<file path="config.mk">
export PLATFORM = sky130hd
export DESIGN_NAME = md_sched
export DESIGN_NICKNAME = d
export VERILOG_FILES = /design/src/rtl/md_sched_pkg.sv /design/src/rtl/md_fifo.sv /design/src/rtl/md_sched.sv
export SDC_FILE = /design/constraint.sdc
export NUM_CORES = 1
export LEC_CHECK = 0
export CAP_MARGIN = 10
export CORE_UTILIZATION = 30
export DETAILED_ROUTE_END_ITERATION = 16
export GPL_TIMING_DRIVEN = 0
export HOLD_SLACK_MARGIN = 0.03
export SLEW_MARGIN = 20
export SYNTH_ARGS = -nofsm -noshare
export SYNTH_HDL_FRONTEND = slang
export SYNTH_HIERARCHICAL = 1
export SYNTH_SLANG_ARGS = --single-unit
</file>
<file path="constraint.sdc">
create_clock -name clk -period 8.6 [get_ports clk]
set_input_delay 0.86 -clock clk [delete_from_list [all_inputs] [get_ports clk]]
set_output_delay 0.86 -clock clk [all_outputs]
set_load 0.01 [all_outputs]
</file>
<file path="src/rtl/md_sched_pkg.sv">
// Shared md-op encoding, queue entry layout and HI/LO unit latencies for the
// multiply/divide issue scheduler.
package md_sched_pkg;

    // bit0: mult/div; bit2 with bit0: divide; 3'b100 is unused.
    typedef enum logic [2:0] {
        MD_NONE  = 3'b000,
        MD_MULT  = 3'b001,
        MD_MTHI  = 3'b010,
        MD_MULTU = 3'b011,
        MD_DIV   = 3'b101,
        MD_MTLO  = 3'b110,
        MD_DIVU  = 3'b111
    } md_op_e;

    localparam int MD_MULT_LAT = 6;
    localparam int MD_DIV_LAT  = 11;
    localparam int MD_ENTRY_W  = 67;

    typedef struct packed {
        logic [2:0]  op;
        logic [31:0] a;
        logic [31:0] b;
    } md_entry_t;

    function automatic logic op_is_md(input logic [2:0] op);
        return op[0] | op[1];
    endfunction

endpackage

</file>
<file path="src/rtl/md_fifo.sv">
// Generic synchronous circular FIFO; push while full is legal only when a pop
// happens in the same cycle (the slot under the head is reused).
module md_fifo #(
    parameter int DEPTH = 4,
    parameter int PTR_W = 2,
    parameter int W     = 67
) (
    input  logic             clk,
    input  logic             reset,
    input  logic             i_push,
    input  logic             i_pop,
    input  logic [W-1:0]     i_data,
    output logic [W-1:0]     o_data,
    output logic             o_full,
    output logic             o_empty,
    output logic [PTR_W:0]   o_count
);

    logic [W-1:0]   r_mem [DEPTH];
    logic [PTR_W-1:0] r_wr_ptr;
    logic [PTR_W-1:0] r_rd_ptr;
    logic [PTR_W:0]   r_count;

    always_ff @(posedge clk) begin
        if (reset) begin
            r_wr_ptr <= '0;
            r_rd_ptr <= '0;
            r_count  <= '0;
        end else begin
            if (i_push) r_wr_ptr <= r_wr_ptr + 1'b1;
            if (i_pop)  r_rd_ptr <= r_rd_ptr + 1'b1;
            case ({i_push, i_pop})
                2'b10:   r_count <= r_count + 1'b1;
                2'b01:   r_count <= r_count - 1'b1;
                default: r_count <= r_count;
            endcase
        end
    end

    // Storage carries no reset; validity is tracked solely by r_count.
    always_ff @(posedge clk) begin
        if (i_push) r_mem[r_wr_ptr] <= i_data;
    end

    assign o_data  = r_mem[r_rd_ptr];
    assign o_full  = (r_count == (PTR_W+1)'(DEPTH));
    assign o_empty = (r_count == '0);
    assign o_count = r_count;

endmodule

</file>
<file path="src/rtl/md_sched.sv">
// In-order issue scheduler for the HI/LO mult/div unit with MFHI/MFLO hazard stall.
// Optional same-cycle bypass of an empty queue: define MD_SCHED_BYPASS_EN.
module md_sched
    import md_sched_pkg::*;
#(
    parameter int DEPTH = 4,
    parameter int PTR_W = 2
) (
    input  logic             clk,
    input  logic             reset,
    input  logic             req_valid,
    input  logic [2:0]       req_op,
    input  logic [31:0]      req_a,
    input  logic [31:0]      req_b,
    output logic             req_accept,
    input  logic             rd_req,
    output logic             stall,
    output logic [2:0]       md_start,
    output logic [31:0]      md_srcA,
    output logic [31:0]      md_srcB,
    input  logic             md_busy,
    output logic [PTR_W:0]   q_count
);

    md_entry_t  w_req;
    md_entry_t  w_head;
    md_entry_t  w_sel;
    logic       w_is_md;
    logic       w_full;
    logic       w_empty;
    logic       w_issue;
    logic       w_accept;
    logic       w_bypass;
    logic       w_fire;
    logic       w_push;

    logic       r_issued;
    logic [2:0] r_start;
    logic [31:0] r_srcA;
    logic [31:0] r_srcB;

    assign w_req = '{op: req_op, a: req_a, b: req_b};

    md_fifo #(
        .DEPTH (DEPTH),
        .PTR_W (PTR_W),
        .W     (MD_ENTRY_W)
    ) u_fifo (
        .clk     (clk),
        .reset   (reset),
        .i_push  (w_push),
        .i_pop   (w_issue),
        .i_data  (w_req),
        .o_data  (w_head),
        .o_full  (w_full),
        .o_empty (w_empty),
        .o_count (q_count)
    );

    assign w_is_md = op_is_md(req_op);

    // r_issued forces one dead cycle after every start so the unit's busy flag
    // is visible before the next decision; this also keeps MTHI/MTLO behind a
    // running MULT/DIV.
    assign w_issue  = ~w_empty & ~md_busy & ~r_issued;
    assign w_accept = req_valid & w_is_md & (~w_full | w_issue);

`ifdef MD_SCHED_BYPASS_EN
    assign w_bypass = w_accept & w_empty & ~md_busy & ~r_issued;
`else
    assign w_bypass = 1'b0;
`endif

    assign w_fire = w_issue | w_bypass;
    assign w_push = w_accept & ~w_bypass;
    assign w_sel  = w_bypass ? w_req : w_head;

    always_ff @(posedge clk) begin
        if (reset) begin
            r_issued <= 1'b0;
            r_start  <= MD_NONE;
            r_srcA   <= '0;
            r_srcB   <= '0;
        end else begin
            r_issued <= w_fire;
            r_start  <= w_fire ? w_sel.op : MD_NONE;
            if (w_fire) begin
                r_srcA <= w_sel.a;
                r_srcB <= w_sel.b;
            end
        end
    end

    // A HI/LO read waits until nothing older is queued, starting or executing.
    assign stall = (rd_req & (~w_empty | md_busy | (r_start != MD_NONE) | r_issued))
                 | (req_valid & w_is_md & ~w_accept);

    assign req_accept = w_accept;
    assign md_start   = r_start;
    assign md_srcA    = r_srcA;
    assign md_srcB    = r_srcB;

endmodule

</file>
Word level (Yosys, flattened, before mapping)
Memory sizes are Yosys's and may differ from the RTL's. A register that Yosys moved wholly into a read port is not among the register bits.
Cells that the tools add are included.

operators by class
  divide/modulo/power cells = 0
  reductions and logical operators = 4
  multiply operators = 0
  bitwise gates (word level) = 18
  order comparisons = 0
  add/subtract/negate cells = 4
  muxes and demuxes = 5
  eq/ne operators = 3
  shift-type cells = 0

operators with widths
  kind                                                                number
  1-bit AND                                                           6
  1-bit NOT                                                           6
  1-bit bitwise OR                                                    6
  3-bit one-hot mux with 2 select lines                               1
  2-bit by 1-bit adder with 2-bit output, second input constant       2
  2-bit 2-to-1 mux                                                    2
  3-bit by 1-bit adder with 3-bit output, second input constant       1
  3-bit == test, second input constant                                1
  3-bit logical NOT                                                   1
  3-bit nonzero test                                                  1
  3-bit by 1-bit subtractor with 3-bit output, second input constant  1
  2-bit by 1-bit == test with 1-bit output, second input constant     1
  2-bit == test, second input constant                                1
  1-bit 2-to-1 mux                                                    2
  2-bit nonzero test                                                  1
  2-bit OR reduction                                                  1

word-level totals
  output and inout port bits = 72
  memory bits (read-only) = 0
  memory bits (writable) = 268
  input port bits = 72
  memories kept = 1
  bits in registers = 75
  latch bits = 0
  logic and storage cells = 42

memories
  name          words  width  read ports  clocked after memory_dff  write ports  line           RTL
  u_fifo.r_mem  4      67     1           1                         1            md_fifo.sv:19  logic [W-1:0] r_mem [DEPTH];

Longest topological paths before layout
Gate-level depths: netlist of the first run.

  depth after elaboration = 9
  depth in mapped cells = 13
  depth with buffers taken out = 10

Hierarchy
Netlist of the first run, hierarchy kept.

by module, submodules not included
  module    cells each  area each (sq um)  sequential area each (sq um)  times used
  md_fifo   397         10,136.0           8,227.9                       1
  md_sched  294         2,493.6            1,361.3                       1

Least setup slack after synthesis of the first run
OpenSTA, ideal clock, no wires.

  path type = input -> register
  from = input port md_busy
  to = memory u_fifo.r_mem[0][0], enable pin
  slack = 4.361 ns
  setup time = 0.432 ns
  data arrival time = 3.807 ns
  data required time = 8.168 ns
  buffers on the path = 3
  cell stages on the path = 6
  cell sequence = or3_1 > buf_2 > buf_6 > buf_2 > a21oi_1 > and2_1

on the way
  word-level cells in the longest chain between the ends = 7

RTL lines
  element                                 line            RTL
  from (decl)                             md_sched.sv:21  input logic md_busy,
  1-bit NOT                               md_sched.sv:65  assign w_issue = ~w_empty & ~md_busy & ~r_issued;
  1-bit AND (2 in series)                 md_sched.sv:65
  1-bit bitwise OR                        md_sched.sv:66  assign w_accept = req_valid & w_is_md & (~w_full | w_issue);
  1-bit AND                               md_sched.sv:66
  net req_accept                          md_sched.sv:15  output logic req_accept,
  1-bit 2-to-1 mux                        md_fifo.sv:42   if (i_push) r_mem[r_wr_ptr] <= i_data;
  1-bit 2-to-1 mux (implied by the code)  md_fifo.sv:42
  to (decl)                               md_fifo.sv:19

The timed path passes the listed nets, and every way through them passes these cells.

Worst setup path in the final report of the first run
  from = input port md_busy
  to = output port req_accept

on the way
  word-level cells in the longest chain between the ends = 5

RTL lines
  element                  line
  1-bit NOT                md_sched.sv:65
  1-bit AND (2 in series)  md_sched.sv:65
  1-bit bitwise OR         md_sched.sv:66
  1-bit AND                md_sched.sv:66
  to (decl)                md_sched.sv:15

No other way between the ends.

==> results of run 1 <==
## cells by family (layout without fill, tap and decap cells)
logic type	Yosys count	count (layout)
buffers and inverters	45	260
DFF	345	345
AOI/OAI and AO/OA	71	71
muxes	68	68
and+or+nand+nor	151	151
other	0	4
xor gates and xnor gates	5	5
adders and majority gates	6	6
## layout make-up
| class | count | area share |
|---|---|---|
| multi-input cells | 301 | 0.1689 |
| flip-flops and latches | 345 | 0.5954 |
| repair buffers | 147 | 0.09571 |
| clock buffers | 51 | 0.06658 |
| plain buffers | 38 | 0.01880 |
| diodes | 4 | 0.0006215 |
| well taps | 532 | 0.04133 |
| clock inverters | 17 | 0.01095 |
| inverters | 7 | 0.001709 |
## worst min-delay path by stage
stage / to / cells after the start
global route: md_srcB[26]$_SDFFE_PP0P_ / 2
detailed placement: md_srcB[30]$_SDFFE_PP0P_ / 2
finish: md_srcB[23]$_SDFFE_PP0P_ / 2
global placement: md_srcB[30]$_SDFFE_PP0P_ / 2
floorplan: md_srcA[0]$_SDFFE_PP0P_ / 2
CTS: md_srcB[30]$_SDFFE_PP0P_ / 2
## through the flow
step / cell area [sq um] / power [W] / worst slack (ns) / instances
after detailed placement: 14850 / 0.003310 / 4.104 / 1370
after floorplan: 12630 / 0.002832 / 4.361 / 691
after global routing: 16100 / 0.005105 / 3.981 / 1438
after CTS: 16100 / 0.004960 / 4.099 / 1438
final: 16110 / 0.004852 / 4.154 / 1442
after global placement: 14730 / 0.003296 / 2.092 / 1366
## cells in the final DEF, fill, tap and decap left out, drive strengths merged
cell           count
or3                2
nor3               1
bufinv             3
o31ai              1
mux2i              1
ha                 5
diode              4
edfxtp           268
xnor2              2
nor2               9
clkbuf            62
a21oi             67
and3               1
or4b               1
dfxtp             77
clkinv             9
o21ai              3
clkdlybuf4s50    143
buf               31
fa                 1
mux4              67
inv                8
clkinvlp           4
and2               7
nand2            130
xor2               3
## worst min-delay path, cell delays in order (launching register included)
cell and delay (ns):
dfxtp_1 0.31, nand2_1 0.05, a21oi_1 0.05
## power by group through the flow
stage	logic [W]	clock network, W	registers (W)
after global routing	0.00129	0.00174	0.00208
after floorplan	0.000706	0	0.00213
after global placement	0.00120	0	0.00210
after detailed placement	0.00122	0	0.00209
final	0.00118	0.00162	0.00206
after CTS	0.00122	0.00168	0.00206
## flip-flops by register name (all words and copies together) (netlist names), named ones only
name             count
u_fifo/r_rd_ptr      2
md_srcA             32
md_srcB             32
u_fifo/r_wr_ptr      2
md_start             3
r_issued             1
u_fifo/r_mem       268
u_fifo/o_count       3
## per-layer routing
layer	up-vias	routed length, um	global-route usage
li1	3018	-	-
met1	3274	12120	0.1741
met2	163	13170	0.2083
met3	52	1920	0.04184
met4	0	571	0.03860
met5	-	0	0
## cell usage after synthesis, drive strengths merged
cell | number | area share
nor2 | 9 | 0.0029
a21oi | 67 | 0.035
edfxtp | 268 | 0.64
nand2 | 130 | 0.039
clkbuf | 11 | 0.0033
o21ai | 3 | 0.0012
mux4 | 67 | 0.12
clkinv | 1 | 0.00040
inv | 6 | 0.0018
xor2 | 3 | 0.0021
nor3 | 1 | 0.00040
ha | 5 | 0.0050
xnor2 | 2 | 0.0014
or3 | 2 | 0.00099
o31ai | 1 | 0.00059
and3 | 1 | 0.00050
and2 | 7 | 0.0035
buf | 27 | 0.021
dfxtp | 77 | 0.12
mux2i | 1 | 0.00079
or4b | 1 | 0.00079
fa | 1 | 0.0016
==> impl_metrics.env, run 1 <==
export IMPL_syn_nets=769
export IMPL_synth_cell_types=29
export IMPL_path_delay_family="buffers and inverters"
export IMPL_grt_pass1_vias=6768
export IMPL_rows=74
export IMPL_cp_end_kind="primary output"
export IMPL_grt_usage=0.1320
export IMPL_worst_path_stages=7
export IMPL_ir_worst_vdd_v=0.0001451
export IMPL_hold_start="md_srcB[23]$_SDFFE_PP0P_"
export IMPL_ys_seq_elements=345
export IMPL_final_setup_tns_ns=0
export IMPL_r2r_start="u_fifo/o_count[0]$_SDFFE_PP0P_"
export IMPL_worstMarginPinSlew_ns=0.9381
export IMPL_insertion_delay_ns=0.54
export IMPL_worst_ep_arrival_time_ns=3.59
export IMPL_antenna_found_initial=2
export IMPL_root_buffer="clkbuf_16"
export IMPL_clk_pin_slew_ns=0.06
export IMPL_crit_end="req_accept"
export IMPL_skew_ns=0.01630
export IMPL_finalCritPeriodShare=0.5169
export IMPL_dp_hpwl_mm=17.34
export IMPL_leakagePower_nw=5.082
export IMPL_crit_path_max_fanout=10
export IMPL_hold_buffers=0
export IMPL_drt_iter0_markers=354
export IMPL_die_h_um=207.2
export IMPL_p_sw_w=0.001304
export IMPL_grt_first_pass_wirelength_mm=41.97
export IMPL_wl_per_cell_um=19.27
export IMPL_p_clk_frac=0.333
export IMPL_slowest_stage="clkdlybuf4s50_1"
export IMPL_synthSimpleGateAreaFrac=0.04765
export IMPL_viasPerCell=4.512
export IMPL_critPathLaunch="md_busy"
export IMPL_portBuffers=143
export IMPL_regToRegEndpoint="u_fifo/r_mem[0][53]$_DFFE_PP_"
export IMPL_max_freq_mhz=224.9
export IMPL_final_antenna_net_count=0
export IMPL_yosys_warnings=6
export IMPL_grt_overflow=0
export IMPL_vias=6507
export IMPL_cp_start_kind="input port"
export IMPL_cap_violations=0
export IMPL_required_ns=7.74
export IMPL_htree_levels=2
export IMPL_area_growth_pct=27.52
export IMPL_dieArea_sq_um=42920
export IMPL_final_core_util=0.3909
export IMPL_min_path_type="flip-flop to flip-flop"
export IMPL_syn_area_per_cell_sq_um=18.28
export IMPL_post_cts_setup_buffers=0
export IMPL_route_detailed_drc=0
export IMPL_setup_viol=0
export IMPL_clock_path_buffers=3
export IMPL_post_cts_resized=0
export IMPL_power_density_nw_per_um2=301.3
export IMPL_p_comb_frac=0.243
export IMPL_cp_num_buf_inv=5
export IMPL_hold_viol=0
export IMPL_synth_compound_area_frac=0.03666
export IMPL_whs_ns=0.4541
export IMPL_relSlewSlack=0.3746
export IMPL_drive_gt1_frac=0.2053
export IMPL_p_sw_frac=0.2687
export IMPL_synth_adder_area_share=0.006539
export IMPL_cts_sinks=345
export IMPL_numCtsBuffers=38
export IMPL_seqPwrFrac=0.424
export IMPL_muxShareOfSynthArea=0.1203
export IMPL_gp_congestion=0.6802
export IMPL_critical_path_max_stage_delay_ns=0.72
export IMPL_grt_start_max_net_pins=38
export IMPL_ios=144
export IMPL_die_w_um=207.2
export IMPL_synthesis_instances=691
export IMPL_synth_xor_area_frac=0.003467
export IMPL_status="complete, no violations"
export IMPL_maxSlewViolCount=0
export IMPL_wirelength_mm=27.78
export IMPL_coreArea_sq_um=41200
export IMPL_start_util=0.3065
export IMPL_path_cells="clkdlybuf4s50_1, or3_1, buf_2, buf_6, buf_2, a21oi_1, clkdlybuf4s50_1"
export IMPL_worst_setup_path_type="input port to primary output"
export IMPL_rsz0062_at_grt="false"
export IMPL_post_route_min_period_ns=4.446
export IMPL_cell_internal_pwr_w=0.003548
export IMPL_nets=956
export IMPL_multi_input_area_sq_um=2720
export IMPL_synth_top_family_by_area="multiplexers"
export IMPL_fillCellCount=3779
export IMPL_reg2reg_depth=8
export IMPL_syn_area_sq_um=12630
export IMPL_firstDrtPassIters=5
export IMPL_r2r_slack_ns=5.23
export IMPL_tritoncts="built"
export IMPL_seq_area_frac_synth=0.7593
export IMPL_regArea_sq_um=9589
Power figures use the tool's default switching activity.
==> run 2, diff against run 1 <==
==> constraint.sdc (replaced) <==
create_clock -name clk -period 3.9 [get_ports clk]
set_input_delay 0.39 -clock clk [delete_from_list [all_inputs] [get_ports clk]]
set_output_delay 0.39 -clock clk [all_outputs]
set_load 0.01 [all_outputs]
==> results of run 2 <==
Same layout as run 1 (identical final DEF). Status: complete, no violations.
Main changes from that run: setup slack after placement 4.104 ns -> 0.04414 ns; setup slack after layout 4.154 ns -> 0.2421 ns; start point of the critical path md_busy -> u_fifo/o_count[0]$_SDFFE_PP0P_; register-to-register setup slack 5.23 ns -> 0.53 ns; total power 0.004852 W -> 0.01070 W; worst IR drop on VDD 0.0001451 V -> 0.0003200 V
